--- src/rtl/vga_timing_receiver.sv ---
// vga_timing_receiver
//   Sink-side timing recovery for the board's VGA sync outputs. Synchronizes
//   VGA_HS/VGA_VS, recovers pixel/line coordinates aligned to line/frame
//   start, measures line period, HS width, lines per frame and VS width, and
//   declares the timing locked after LOCK_FRAMES consecutive matching frames.
//
// Ports
//   CLOCK_50    : single clock for all logic
//   RESET       : synchronous, active-high reset
//   VGA_HS      : horizontal sync, active low, line starts on falling edge
//   VGA_VS      : vertical sync, active low, frame starts on falling edge
//   rx_x        : clocks since last HS falling edge (saturating)
//   rx_y        : lines since last VS falling edge (saturating)
//   h_period    : last measured line length in clocks
//   h_sync      : last measured HS low width in clocks
//   v_lines     : last measured frame length in lines
//   v_sync      : last measured VS low width in lines
//   frame_start : one-cycle pulse on each detected VS falling edge
//   locked      : timing stable
module vga_timing_receiver #(
    parameter int SYNC_STAGES = 2,
    parameter int LOCK_FRAMES = 2,
    parameter int HW          = 12,
    parameter int VW          = 11
) (
    input  logic          CLOCK_50,
    input  logic          RESET,
    input  logic          VGA_HS,
    input  logic          VGA_VS,
    output logic [HW-1:0] rx_x,
    output logic [VW-1:0] rx_y,
    output logic [HW-1:0] h_period,
    output logic [HW-1:0] h_sync,
    output logic [VW-1:0] v_lines,
    output logic [VW-1:0] v_sync,
    output logic          frame_start,
    output logic          locked
);

    localparam int            CW     = $clog2(LOCK_FRAMES + 1);
    localparam logic [HW-1:0] X_MAX  = '1;
    localparam logic [VW-1:0] Y_MAX  = '1;
    localparam logic [CW-1:0] LOCK_N = CW'(LOCK_FRAMES);

    typedef enum logic [1:0] {SEARCH, MEASURE, CHECK, LOCKED} state_t;

    logic [SYNC_STAGES-1:0] hs_sr, vs_sr;
    logic                   hs_s, vs_s;
    logic                   hs_d, vs_d;
    logic                   hs_fall, hs_rise, vs_fall, vs_rise;
    logic [VW-1:0]          vs_cnt;
    logic [HW-1:0]          line_per;
    logic [VW-1:0]          frame_len;
    logic                   per_bad;
    logic                   sync_lost;

    state_t                 state;
    logic                   have_ref;
    logic [HW-1:0]          ref_h;
    logic [VW-1:0]          ref_v;
    logic [CW-1:0]          match_cnt;

    assign hs_s = hs_sr[SYNC_STAGES-1];
    assign vs_s = vs_sr[SYNC_STAGES-1];

    // Length of the line / frame that ends on this edge.
    assign line_per  = rx_x + 1'b1;
    assign frame_len = rx_y + 1'b1;
    assign per_bad   = hs_fall && (line_per != ref_h);
    // A line start in the same cycle rescues a saturated counter.
    assign sync_lost = (rx_x == X_MAX) && !hs_fall;

    assign frame_start = vs_fall;

    // Synchronizers and registered edge detect; idle level is high so a
    // reset never fabricates an edge.
    always_ff @(posedge CLOCK_50) begin
        if (RESET) begin
            hs_sr   <= '1;
            vs_sr   <= '1;
            hs_d    <= 1'b1;
            vs_d    <= 1'b1;
            hs_fall <= 1'b0;
            hs_rise <= 1'b0;
            vs_fall <= 1'b0;
            vs_rise <= 1'b0;
        end else begin
            hs_sr   <= {hs_sr[SYNC_STAGES-2:0], VGA_HS};
            vs_sr   <= {vs_sr[SYNC_STAGES-2:0], VGA_VS};
            hs_d    <= hs_s;
            vs_d    <= vs_s;
            hs_fall <= hs_d & ~hs_s;
            hs_rise <= ~hs_d & hs_s;
            vs_fall <= vs_d & ~vs_s;
            vs_rise <= ~vs_d & vs_s;
        end
    end

    // Coordinates and measurements. vs_d is the VS level aligned with
    // vs_fall/vs_rise, so it marks the lines inside the VS pulse.
    always_ff @(posedge CLOCK_50) begin
        if (RESET) begin
            rx_x     <= '0;
            rx_y     <= '0;
            h_period <= '0;
            h_sync   <= '0;
            v_lines  <= '0;
            v_sync   <= '0;
            vs_cnt   <= '0;
        end else begin
            if (hs_fall)
                rx_x <= '0;
            else if (rx_x != X_MAX)
                rx_x <= rx_x + 1'b1;

            if (hs_fall) h_period <= line_per;
            if (hs_rise) h_sync   <= line_per;

            if (vs_fall)
                rx_y <= '0;
            else if (hs_fall && rx_y != Y_MAX)
                rx_y <= rx_y + 1'b1;

            if (vs_fall) v_lines <= frame_len;

            // The line that starts with the VS fall is the first VS line;
            // the line that starts with the VS rise is not counted.
            if (vs_fall)
                vs_cnt <= hs_fall ? VW'(1) : '0;
            else if (hs_fall && !vs_d && vs_cnt != Y_MAX)
                vs_cnt <= vs_cnt + 1'b1;

            if (vs_rise) v_sync <= vs_cnt;
        end
    end

    // Lock FSM. Comparisons use the length that completes on this edge,
    // i.e. the value h_period/v_lines take on at the same clock.
    always_ff @(posedge CLOCK_50) begin
        if (RESET) begin
            state     <= SEARCH;
            locked    <= 1'b0;
            have_ref  <= 1'b0;
            ref_h     <= '0;
            ref_v     <= '0;
            match_cnt <= '0;
        end else if (sync_lost) begin
            state  <= SEARCH;
            locked <= 1'b0;
        end else begin
            case (state)
                SEARCH: begin
                    if (vs_fall) begin
                        state    <= MEASURE;
                        have_ref <= 1'b0;
                    end
                end
                MEASURE: begin
                    if (have_ref && per_bad) begin
                        state  <= SEARCH;
                        locked <= 1'b0;
                    end else if (vs_fall) begin
                        if (!have_ref) ref_h <= line_per;
                        have_ref  <= 1'b1;
                        ref_v     <= frame_len;
                        match_cnt <= '0;
                        state     <= CHECK;
                    end else if (hs_fall && !have_ref) begin
                        ref_h    <= line_per;
                        have_ref <= 1'b1;
                    end
                end
                CHECK: begin
                    if (per_bad || (vs_fall && frame_len != ref_v)) begin
                        state  <= SEARCH;
                        locked <= 1'b0;
                    end else if (vs_fall) begin
                        if ((match_cnt + 1'b1) == LOCK_N) begin
                            state  <= LOCKED;
                            locked <= 1'b1;
                        end else begin
                            match_cnt <= match_cnt + 1'b1;
                        end
                    end
                end
                LOCKED: begin
                    if (per_bad || (vs_fall && frame_len != ref_v)) begin
                        state  <= SEARCH;
                        locked <= 1'b0;
                    end
                end
                default: begin
                    state  <= SEARCH;
                    locked <= 1'b0;
                end
            endcase
        end
    end

endmodule

--- config.mk ---
export PLATFORM = sky130hd
export DESIGN_NAME = vga_timing_receiver
export DESIGN_NICKNAME = d
export VERILOG_FILES = /design/src/rtl/vga_timing_receiver.sv
export SDC_FILE = /design/constraint.sdc
export NUM_CORES = 1
export LEC_CHECK = 0
export BUFFER_PORTS_ARGS = -buffer_cell sky130_fd_sc_hd__buf_2
export CAP_MARGIN = 20
export CORE_UTILIZATION = 30
export DETAILED_ROUTE_END_ITERATION = 7
export PLACE_DENSITY_LB_ADDON = 0.3
export SKIP_LAST_GASP = 1
export SYNTH_ARGS = -nofsm -noshare
export SYNTH_HDL_FRONTEND = slang
export SYNTH_SLANG_ARGS = --single-unit
--- constraint.sdc ---
create_clock -name CLOCK_50 -period 2.6 [get_ports CLOCK_50]
set_clock_uncertainty 0.2 [all_clocks]
set_input_delay 0.52 -clock CLOCK_50 [delete_from_list [all_inputs] [get_ports CLOCK_50]]
set_output_delay 0.52 -clock CLOCK_50 [all_outputs]
set_load 0.005 [all_outputs]
# Word level (Yosys, flattened, before mapping)
# Cells that the tools add are included.
# W data, S select, Z words.
word_totals:
  regBits: 119
  inputBits: 4
  output_inout_bits: 71
  word_cells: 116
op_classes:
  addsub: 4
  n_eq_ne: 23
  mux: 31
  bitwise: 10
  n_reduce_logical: 27
ops:
  columns: ["cell", "count"]
  rows:
  - ["$mux W12", 3]
  - ["$mux W2", 12]
  - ["$add A11 B1 Y11 const B", 2]
  - ["$mux W11", 2]
  - ["$ne A11 B11 Y1 const B", 2]
  - ["$reduce_and A5 Y1", 4]
  - ["$ne A2 B2 Y1 const B", 9]
  - ["$add A12 B1 Y12 const B", 1]
  - ["$eq A12 B12 Y1 const B", 1]
  - ["$ne A12 B12 Y1", 1]
  - ["$ne A12 B12 Y1 const B", 1]
  - ["$ne A3 B3 Y1 const B", 4]
  - ["$ne A11 B11 Y1", 1]
  - ["$mux W1", 10]
  - ["$logic_and A1 B1 Y1", 8]
  - ["$pmux W2 S4", 1]
  - ["$reduce_bool A2 Y1", 4]
  - ["$reduce_and A7 Y1", 1]
  - ["$eq A2 B2 Y1 const B", 3]
  - ["$not A1 Y1", 6]
  - ["$reduce_or A2 Y1", 3]
  - ["$and A1 B1 Y1", 4]
  - ["$pmux W2 S2", 1]
  - ["$reduce_and A4 Y1", 1]
  - ["8 further kinds", 10]

# Longest topological paths before layout
depth:
  depth_word: 6
  mapped_depth: 11
  depth_no_buf: 9

# Worst setup path before layout
# OpenSTA, ideal clock, no wires.
synth_timing:
  kind: "reg2reg"
  start: "reg rx_y[0]"
  end: "reg state[1]"
  setup_ps: 95
  arrival_time_ps: 2417
  t_required_ps: 2305
  path_slack_ps: -113
  stages_incl_launch_ff: 10
  path_buffers: 0
  period_less_slack_ps: 2713
  cell_sequence: "dfxtp_1 > ha_1 > nand3_2 > nor4b_2 > xnor3_1 > o2111ai_1 > or3_1 > a21oi_2 > a22oi_1 > a221oi_1"
synth_via:
  elab_chain_len: 6
  elab_cells_between_ends: 10
  cone_classes: "add/sub: 1; eq/ne: 4; mux: 2; reduce/logical: 3"
synth_rtl:
  columns: ["item", "line_no", "text"]
  rows:
  - ["start, declared", "31", "output logic [VW-1:0] rx_y,"]
  - ["start signal, assigned", "122", "rx_y <= rx_y + 1'b1;"]
  - ["$add A11 B1 Y11 (*)", "68", "assign frame_len = rx_y + 1'b1;"]
  - ["$ne A11 B11 Y1 (*)", "174, 187", null]
  - ["$logic_and A1 B1 Y1 (*)", "174, 187", null]
  - ["$logic_or A1 B1 Y1 (*)", "174, 187", null]
  - ["$ne A3 B3 Y1 (no source line) (tied with other cells)", null, null]
  - ["$reduce_and A5 Y1 (no source line) or $pmux W2 S4 (tied branches)", null, null]
  - ["end signal, assigned", "175", "state <= SEARCH;"]
  - ["end signal, assigned", "179", "state <= LOCKED;"]
  - ["end signal, assigned", "188", "state <= SEARCH;"]
  - ["end, declared", "57", "state_t state;"]
# Mark *: on every way between the ends. The rest lies on a longest branch, timed or not.
# A chain may end at the register's enable or synchronous reset.

# Worst setup path in the final report
layout_timing:
  start: "reg rx_x[1]"
  end: "reg state[0]"
layout_via:
  elab_chain_len: 6
  elab_cells_between_ends: 16
  cone_classes: "add/sub: 1; eq/ne: 6; mux: 3; reduce/logical: 6"
layout_rtl:
  columns: ["item", "line_no", "text"]
  rows:
  - ["start, declared", "30", "output logic [HW-1:0] rx_x,"]
  - ["start signal, assigned", "114", "rx_x <= rx_x + 1'b1;"]
  - ["$add A12 B1 Y12", "67", "assign line_per = rx_x + 1'b1;"]
  - ["$ne A12 B12 Y1", "69", "assign per_bad = hs_fall && (line_per != ref_h);"]
  - ["$logic_and A1 B1 Y1", "69", null]
  - ["$logic_and A1 B1 Y1 or $logic_or A1 B1 Y1 (tied branches)", "159, 174, 187", null]
  - ["$ne A3 B3 Y1 (no source line) (tied with other cells)", null, null]
  - ["$reduce_and A5 Y1 (no source line) or $pmux W2 S4 (tied branches)", null, null]
  - ["end signal, assigned", "154", "state <= MEASURE;"]
  - ["end signal, assigned", "160", "state <= SEARCH;"]
  - ["end signal, assigned", "167", "state <= CHECK;"]
# Parallel ways exist; a longest one is shown, timed or not.

==> results.txt <==
Status: finished with violations
Failing checks: negative setup slack
Final setup viols: 3
Xor and xnor area share after synthesis: 0.0977
Gr usage total: 0.162
Drt pass-1 iters: 4
Die W: 135 um
Minimum clock period: 2630 ps
Final setup margin: -28.0 ps
Highest-delay cell along the critical path: or3_4
Maximum clock rate: 381 MHz
Longest Clk Path Bufs: 2
Synth cell types: 70
Top-count cell post-synth: dfxtp_1
Port bufs: 74
WHS: 72.1 ps
Power per Cell Area: 622 nW/um^2
Cell Area, Synth: 5300 um^2
Ports: 75
CP Capture Type: register
Worst slew pin tran: 892 ps
Asr flop ratio synth: 0
Die Y: 135 um
Gp weighted congestion: 0.876
Worst Path Required: 2740 ps
Worst Reg-to-Reg Cells: 9
Final instance area: 7270 um^2
Post-synth top flop: dfxtp_1
Synth Instances: 563
Layout cell share with drive strength beyond 1: 0.365
Area share of fa/ha/maj cells after synthesis: 0.00944
Critical path depth in cells: 9
Placed cells: 894
Worst Setup Path Type: register to register
RSZ-0062 raised after global routing: true
Synth Area in Compound Gates: 0.165
Mean Syn Cell Area: 9.42 um^2
Largest net degree at the start of global routing: 27
Cts hold-fix bufs: 0
Diode count: 0
CTS Buf Count: 17
Buf/Inv on CP: 0
Register area share after synthesis: 0.449
Worst r2r src: rx_x[1]
Clock Pin Slew Worst Setup and Hold Paths: 60 ps
Register bit total from synthesis: 119
Fin util: 0.421
Drt wl/cell: 14.9 um
DP HPWL: 9.99 mm
Core area: 17,300 um^2
Final critical-path share of the clock period: 1.01
Combinational family with the most area after synthesis: simple AND/OR/NAND/NOR gates
Global-route wire length before repair: 22.7 mm
Die area: 18,200 um^2
Worst Path Arrival: 2770 ps
Crit path max fanout: 7
Startpoint Class: register
Leak: 2.88 nW
Crit path launch: rx_x[1]
Max-cap viol count: 0
Vias after detailed routing: 4,509
Crit-path cells: ha_4 > nand4_4 > or3_4 > a21oi_2 > and4bb_1 > a41oi_4 > nand3b_1 > a21boi_2 > mux2i_1
Number of synthesized flops with an enable pin: 0
Crit path max-delay family: simple AND/OR/NAND/NOR gates
Simple-gate area share of the yosys netlist: 0.200
FF-to-FF setup slack: -30 ps
Peak supply drop: 0.000453 V
Max-slew violations: 0
CTS tree: yes
Largest cells by area after synthesis: dfxtp_1 (45%), nor2_1 (6.7%), a211oi_1 (6.1%)
Most common library cells after synthesis: dfxtp_1 (119), nor2_1 (94), a211oi_1 (43)
Synth Net Count: 571
RR Endpoint: state[0]
Iter 0 DRT Violations: 187
Rel. slew slack: 0.404
Drt drc: 0
Final net count: 707
Routed Antenna Nets: 0
Routed WL: 14.0 mm
Yosys warnings: 0
H-Tree Depth: 4
Initial Util: 0.307
Non-Filler Instances: 937
Dpl cell area: 6360 um^2
Largest stage delay, worst path: 410 ps
GRT overflow: 0
Mux cell area share after synthesis: 0.0396
Vias in the first global route: 4,444
Initial antenna violation count: 0
FP Rows: 48
Worst-Skew Late Latency: 420 ps
Root Driver: clkbuf_16
Avg Vias per Cell: 4.81
Setup crit end: state[0]
Area grow syn2layout: 37.2%
Top-area cell type share of the netlist area: 0.449
Clock sinks: 119
HP Class: input pin to register
Fin. Hold Viols: 0
Leading area contributor after synthesis: dfxtp_1
-- cell usage in the layout (no fill, tap or decap), drive strengths merged, types with 9 or more instances in the layout --
master  netlist  layout
a21oi        24      24
nand3        15      15
mux2i        21      21
dfxtp       119     119
nand2        22      22
a211oi       53      53
or2           9       9
buf          11     152
nor2        104     104
xnor2        30      30
inv          12      15
xor2         18      18
clkbuf       24      18
o21ai        10      10
-- worst min path at each step --
stage	end	start	cells after the start
finish	hs_sr[0]	VGA_HS	2
global route	hs_sr[0]	VGA_HS	2
CTS	hs_sr[0]	VGA_HS	2
detailed placement	vs_sr[1]	vs_sr[0]	1
global placement	vs_sr[1]	vs_sr[0]	1
floorplan	hs_sr[1]	hs_sr[0]	1
-- final cells by class --
cell class | count | area (um^2)
inverter | 12 | 45.0
timing repair buffer | 152 | 1000
clock inverter | 14 | 174
tap | 225 | 282
fill | 1697 | 10000
multi-input combinational | 397 | 2930
sequential | 119 | 2400
clock buffer | 18 | 439
-- where the power goes --
part	switching [mW]	internal, mW	leakage (nW)
logic	0.118	0.0977	1.62
registers	0.0243	1.85	0.968
clock network	0.891	1.54	0.289
-- worst register-to-register path, cell delays in order (launching register included) --
cell	delay (ps)
dfxtp_4	370
ha_4	150
nand4_4	90
or3_4	410
a21oi_2	110
and4bb_1	240
a41oi_4	350
nand3b_1	210
a21boi_2	200
mux2i_1	210
-- per-stage QoR --
stage | setup WS [ps] | TNS [ps] | power, mW
after CTS | -23.0 | -113 | 4.58
after global routing | -147 | -1500 | 4.69
after floorplan | 21.1 | 0 | 2.04
after detailed placement | -130 | -1040 | 2.11
after global placement | -26.8 | -100 | 2.11
final | -28.0 | -53.9 | 4.52
-- state kept, by name, summed over array words and instances, names as in the netlist, 2 cells and up --
| signal | count |
|---|---|
| ref_h | 12 |
| v_lines | 11 |
| state | 2 |
| ref_v | 11 |
| vs_sr | 2 |
| rx_x | 12 |
| v_sync | 11 |
| h_sync | 12 |
| match_cnt | 2 |
| hs_sr | 2 |
| vs_cnt | 11 |
| rx_y | 11 |
| h_period | 12 |
-- repair_timing --
| item | CTS | global route |
|---|---|---|
| gates resized for setup | 35 | 16 |
| setup endpoints to repair | 15 | 16 |
| endpoints found under the hold margin | 0 | 0 |
| cloned | 1 | 0 |
| setup buffers | 11 | 0 |
| pin swaps | 23 | 17 |
-- cells by family (layout without fill, tap and decap cells) --
family,count (synthesis),after routing
mux,21,21
simple gates,206,206
xor+xnor,52,52
buf+inv,47,196
flops,119,119
compound gates,114,114
fa+ha+maj,4,4
-- layer usage --
metal,routed length [um],track usage,vias up,share of wire
li1,-,-,2261,-
met2,6730,0.263,94,0.48
met4,224,0.0774,0,0.016
met3,624,0.0424,15,0.045
met1,6380,0.201,2139,0.46
met5,0,0,-,0
(Power assumes the default switching activity.)
